$ cat src/rtl/uart_tx_pkg.sv
// Shared UART types: transmitter state encoding, frame geometry and
// clock-divider settings used across the UART blocks.
package uart_tx_pkg;

  localparam int unsigned UART_DATA_BITS = 8;
  localparam int unsigned UART_BIT_CNT_W = $clog2(UART_DATA_BITS);

  // System clock (100 MHz) divided down to 115200 baud.
  localparam int unsigned CPU_CLK_DIV = 868;

  typedef enum logic [1:0] {
    UART_PREC_X1,
    UART_PREC_X8,
    UART_PREC_X16
  } uart_clk_precisision_t;

  typedef enum logic [2:0] {
    ST_IDLE,
    ST_ARM,
    ST_START,
    ST_DATA,
    ST_PARITY,
    ST_STOP
  } uart_tx_state_t;

endpackage

$ cat src/rtl/uart_tx.sv
// UART transmitter: frames one byte as start, 8 data bits (LSB first),
// optional even parity and 1 or 2 stop bits, paced by an external baud tick.
module uart_tx
  import uart_tx_pkg::*;
#(
  parameter bit          PARITY_EN = 1'b0,
  parameter int unsigned STOP_BITS = 1
) (
  input  logic                      clk,
  input  logic                      rst_n,
  input  logic                      baud_tick,
  input  logic [UART_DATA_BITS-1:0] in_data,
  input  logic                      in_valid,
  output logic                      in_ready,
  output logic                      tx,
  output logic                      busy
);

  localparam logic [UART_BIT_CNT_W-1:0] BIT_LAST  = UART_BIT_CNT_W'(UART_DATA_BITS - 1);
  localparam logic                      STOP_LAST = 1'(STOP_BITS - 1);

  uart_tx_state_t              state_q, state_d;
  logic                        tx_q, tx_d;
  logic [UART_DATA_BITS-1:0]   shift_q, shift_d;
  logic [UART_BIT_CNT_W-1:0]   bit_cnt_q, bit_cnt_d;
  logic                        stop_cnt_q, stop_cnt_d;
  logic                        accept;

  assign in_ready = (state_q == ST_IDLE);
  assign busy     = (state_q != ST_IDLE);
  assign tx       = tx_q;
  assign accept   = in_valid & in_ready;

  // Next-state and next-output logic; tx only moves on baud ticks.
  // The latched byte is indexed by the bit counter rather than shifted, so it
  // stays intact for the parity bit.
  always_comb begin
    state_d    = state_q;
    tx_d       = tx_q;
    shift_d    = shift_q;
    bit_cnt_d  = bit_cnt_q;
    stop_cnt_d = stop_cnt_q;
    unique case (state_q)
      ST_IDLE: begin
        if (accept) begin
          shift_d = in_data;
          state_d = ST_ARM;
        end
      end
      ST_ARM: begin
        if (baud_tick) begin
          state_d = ST_START;
          tx_d    = 1'b0;
        end
      end
      ST_START: begin
        if (baud_tick) begin
          state_d   = ST_DATA;
          bit_cnt_d = '0;
          tx_d      = shift_q[0];
        end
      end
      ST_DATA: begin
        if (baud_tick) begin
          if (bit_cnt_q == BIT_LAST) begin
            bit_cnt_d = '0;
            if (PARITY_EN) begin
              state_d = ST_PARITY;
              tx_d    = ^shift_q;
            end else begin
              state_d    = ST_STOP;
              tx_d       = 1'b1;
              stop_cnt_d = '0;
            end
          end else begin
            bit_cnt_d = bit_cnt_q + 1'b1;
            tx_d      = shift_q[bit_cnt_d];
          end
        end
      end
      ST_PARITY: begin
        if (baud_tick) begin
          state_d    = ST_STOP;
          tx_d       = 1'b1;
          stop_cnt_d = '0;
        end
      end
      ST_STOP: begin
        if (baud_tick) begin
          if (stop_cnt_q == STOP_LAST) begin
            state_d    = ST_IDLE;
            stop_cnt_d = '0;
          end else begin
            stop_cnt_d = stop_cnt_q + 1'b1;
          end
        end
      end
      default: begin
        state_d = ST_IDLE;
        tx_d    = 1'b1;
      end
    endcase
  end

  // State and output registers with asynchronous active-low reset.
  always_ff @(posedge clk or negedge rst_n) begin
    if (!rst_n) begin
      state_q    <= ST_IDLE;
      tx_q       <= 1'b1;
      shift_q    <= '0;
      bit_cnt_q  <= '0;
      stop_cnt_q <= '0;
    end else begin
      state_q    <= state_d;
      tx_q       <= tx_d;
      shift_q    <= shift_d;
      bit_cnt_q  <= bit_cnt_d;
      stop_cnt_q <= stop_cnt_d;
    end
  end

endmodule

$ cat config.mk
export PLATFORM = sky130hd
export DESIGN_NAME = uart_tx
export DESIGN_NICKNAME = d
export VERILOG_FILES = /design/src/rtl/uart_tx_pkg.sv /design/src/rtl/uart_tx.sv
export SDC_FILE = /design/constraint.sdc
export NUM_CORES = 1
export LEC_CHECK = 0
export BUFFER_PORTS_ARGS = -buffer_cell sky130_fd_sc_hd__buf_2
export CAP_MARGIN = 20
export CORE_AREA = 2 2 43 45
export DETAILED_ROUTE_END_ITERATION = 10
export DIE_AREA = 0 0 45 47
export PLACE_DENSITY = 0.72
export SLEW_MARGIN = 20
export SYNTH_ARGS = -nofsm -noshare
export SYNTH_HDL_FRONTEND = slang
export SYNTH_SLANG_ARGS = --single-unit
$ cat constraint.sdc
create_clock -name clk -period 2.45 [get_ports clk]
set_clock_uncertainty 0.05 [all_clocks]
set_input_delay 0.245 -clock clk [delete_from_list [all_inputs] [get_ports clk]]
set_output_delay 0.245 -clock clk [all_outputs]
set_load 0.1 [all_outputs]
# == Yosys cells after proc, flatten, opt, wreduce, memory -nomap -nowiden ==
# Index checks and enable logic that the tools add are counted.
# word_totals
ff_bits,16
input_bits,12
output_inout_bits,3
word_cells,60
# classes
addsub,2
n_lt_le_gt_ge,1
eq_ne,14
muxes,26
n_bitwise,2
reduce_logical,10
# ops
op,n
$mux 3,11
$pmux 3 s6,1
$ne 2x2->1 const B,7
$mux 1,10
$reduce_and 5->1,2
$eq 3x3->1 const B,3
$reduce_and 8->1,1
$eq 3x2->1 const B,2
$pmux 3 s2,1
$reduce_bool 3->1,2
$pmux 1 s5,1
$lt 3x4->1 const B,1
$add 3x1->3 const B,1
$bmux 1 s3,1
$eq 3x1->1 const B,1
$logic_not 3->1,1
$pmux 1 s3,1
$reduce_and 3->1,1
$ne 2x1->1 const B,1
$reduce_and 2->1,1
$reduce_bool 2->1,1
$reduce_or 2->1,1
$add 1x1->1 const B,1
$and 1x1->1,1
$not 1->1,1

# == Longest topological paths before layout ==
# depth
depth_word,6
depth_mapped,6
mapped_depth_nobuf,6

# == Worst setup path after synthesis ==
# Ideal clock, no wire load.
# synth_timing
kind,register -> output
startpoint,reg state_q[1]
endpoint,out busy
t_arrival_ps,2636
t_required_ps,2155
setup_slack_ps,-481
path_stages_with_launch,4
path_buffers,1
cell_sequence,dfrtp_1 -> buf_2 -> nor3_2 -> inv_1
# synth_via
elab_chain_cells,1
# synth_rtl
element,line,rtl
start: declaration,uart_tx.sv:22,"uart_tx_state_t state_q, state_d;"
start signal: assignment,uart_tx.sv:114,state_q <= state_d;
$reduce_bool 3->1,uart_tx.sv:30,assign busy = (state_q != ST_IDLE);
end: declaration,uart_tx.sv:16,output logic busy
# Every way passes these cells.

# == Worst setup path in the final report ==
# layout_timing
startpoint,reg bit_cnt_q[0]
endpoint,"reg tx_q, in the netlist tx"
# layout_via
elab_chain_cells,6
# layout_rtl
element,line,rtl
start: declaration,uart_tx.sv:25,"logic [UART_BIT_CNT_W-1:0] bit_cnt_q, bit_cnt_d;"
start signal: assignment,uart_tx.sv:117,bit_cnt_q <= bit_cnt_d;
$add 3x1->3,uart_tx.sv:76,bit_cnt_d = bit_cnt_q + 1'b1;
$bmux 1 s3,uart_tx.sv:77,tx_d = shift_q[bit_cnt_d];
$mux 1 (not written as such),uart_tx.sv:77,
$mux 1 (*),uart_tx.sv:65,if (bit_cnt_q == BIT_LAST) begin
$mux 1 (*),uart_tx.sv:64,if (baud_tick) begin
$pmux 1 s5 (*),uart_tx.sv:43,unique case (state_q)
end signal: assignment,uart_tx.sv:115,tx_q <= tx_d;
end: declaration,uart_tx.sv:23,"logic tx_q, tx_d;"
# Mark *: on every way between the ends. The rest lies on a longest branch, timed or not. The select of a mux whose other input is x is not followed.
# A chain may end at the register's enable or synchronous reset.

==> out/results.txt <==
Core Region = 0.00165 mm²
CP max-delay cell = dfrtp_1
Mapped Nets = 90
Detailed Route WL = 1.37 mm
Core Rows = 15
P_leak = 0.414 nW
IO buf count = 14
CTS H-tree depth = 1
antenna diode count = 0
CTS tree = built
most common flop cell mapped by yosys = dfrtp_1
clock-pin slew on the worst setup and hold paths = 0.09 ns
TritonCTS Buffers = 3
Crit path max-delay family = simple AND/OR/NAND/NOR gates
asr flop ratio synth = 100%
Final Hold Fails = 0
Post-Syn Instances = 76
clock root buffer = clkbuf_4
fin. max-slew vios = 0
Hold Path Class = input pin to flip-flop
critical path required time = 2.62 ns
Worst slew margin = 68.0%
vias in the first global route = 558
Final min period = 1.99 ns
# IOs = 15
Worst Path Arrival = 2.16 ns
reg2reg end = tx
CP Launch Type = flip-flop
worst r2r path cells = 6
DR vias = 607
clk sinks = 15
RSZ-0062 raised after global routing = no
Pwr per Cell Area = 1200 mW/mm²
Setup TNS Final = 0 ns
Post-synth EDFFs = 0
Worst Hold Endpoint = shift_q[1]
largest fanout on the critical path = 7
Total Routing Usage GR = 16.6%
Die Footprint = 0.00212 mm²
post-synthesis sequential area ratio = 46.2%
Yosys top cell area share = 43.0%
hold path start = in_data[1]
CP Launch Point = bit_cnt_q[0]
fmax = 502 MHz
hold depth = 2
Via density = 5.73
Final Setup Violations = 0
Max stage delay on crit path = 0.49 ns
top cells by area, synth = dfrtp_1 43%, mux2_2 9.7%, mux2i_1 4.9%
R2R Path Start = bit_cnt_q[0]
largest net degree at the start of global routing = 16
max_cap viols = 0
share of layout cells above drive strength 1 = 31.5%
crit share post-route = 81.4%
Final ANT Viol Nets = 0
Seq cells post-synth = 15
Most common cell on crit path = ha_1
Routed wire per std cell = 12.9 µm
Critical Path, Cell by Cell = ha_1 -> ha_1 -> or2_1 -> o22ai_1 -> or4_1 -> o221a_2
cell taking the most area after synthesis = dfrtp_1
Syn Area/Cell = 10.7 µm²
Post-CTS Setup Inserts = 0
total global routing overflow = 0
Die Height = 47 µm
maximum vdd drop = 650 µV
dpl hpwl = 1.02 mm
R2R Setup Slk = 0.46 ns
Synth top cells by count = 14 x dfrtp_1, 7 x mux2_2, 6 x o21ai_0
Detailed Route Iter0 Violations = 8
outcome = finished clean
Worst Tran Pin Value = 0.484 ns
DR DRC count = 0
initial antenna violation count = 0
Final Util = 54.9%
WP buf/inv = 0
Die W = 45 µm
critical path class = flip-flop to flip-flop
nets = 104
first-pass GRT wire length = 2.50 mm
drt first pass iters = 5
cell area after synthesis = 815 µm²
gpl congestion = 0.709
synth unique cells = 30
area delta synth->final = 11.4%
CTS Buffer Depth = 2
crit path capture type = flip-flop
Clk Latency, worst-skew pair = 0.28 ns
Initial Util = 49.3%
dominant cell by count in the synthesized netlist = dfrtp_1
Yosys warnings = 0
[routing by layer]
layer	up-vias	wire length (µm)	GRT usage (%)
met2	15	636	24.9
met4	0	21	7.06
met5	-	0	0
met1	292	645	23.3
met3	4	63	3.46
li1	296	-	-
[cells by family after synthesis]
logic type               synth area share [%]
AND/OR/NAND/NOR                          16.6
AO/OA/AOI/OAI                            11.7
flip-flops                               46.2
multiplexers                             16.0
buffers and inverters                    6.45
adder cells (fa/ha/maj)                  3.07
[worst max path at each step]
| stage | end | cells after the start |
|---|---|---|
| after global placement | tx | 6 |
| final | tx | 6 |
| after detailed placement | tx | 6 |
| after floorplan | busy | 3 |
| after CTS | tx | 6 |
| after global routing | tx | 6 |
[flip-flops by register name (all words and copies together) (netlist names)]
register and cells:
state_q 3, shift_q 8, bit_cnt_q 3, tx 1
[report_power, final]
| group | total (W) | internal (W) | switching (W) |
|---|---|---|---|
| clock network | 0.000141 | 0.0000632 | 0.0000778 |
| registers | 0.000489 | 0.000368 | 0.000121 |
| logic | 0.000460 | 0.000225 | 0.000235 |
[stage by stage]
step	cells	setup WS, ns	cell area, µm²	hold WS [ns]	total power, W
floorplan	76	0.131	821	-0.101	0.000892
global placement	101	0.515	871	0.114	0.000941
detailed placement	101	0.475	871	0.115	0.000957
CTS	106	0.460	907	0.135	0.00110
global route	106	0.347	907	0.139	0.00119
finish	106	0.457	907	0.131	0.00109
[cell usage in the layout, fill, tap and decap left out, types with 2 or more instances in the layout]
cell	n
a21oi_1	5
mux2_2	7
dfrtp_1	14
clkbuf_4	3
o21ai_0	6
ha_1	2
nor3b_1	4
inv_1	3
nand3b_1	3
nand2_1	5
buf_2	14
mux2i_1	4
[area by class of cell]
type | count | area, µm²
fill | 160 | 744
clock buffer | 4 | 26.3
timing repair buffer | 15 | 80.1
sequential | 15 | 377
inverter | 3 | 11.3
multi-input combinational | 52 | 392
tap | 17 | 21.3
[what timing repair did]
action | in CTS | in global routing
gates resized for setup | 0 | 0
endpoints found under the setup margin | 0 | 0
hold buffers | 1 | 0
endpoints found under the hold margin | 14 | 0
(Power assumes the default switching activity.)
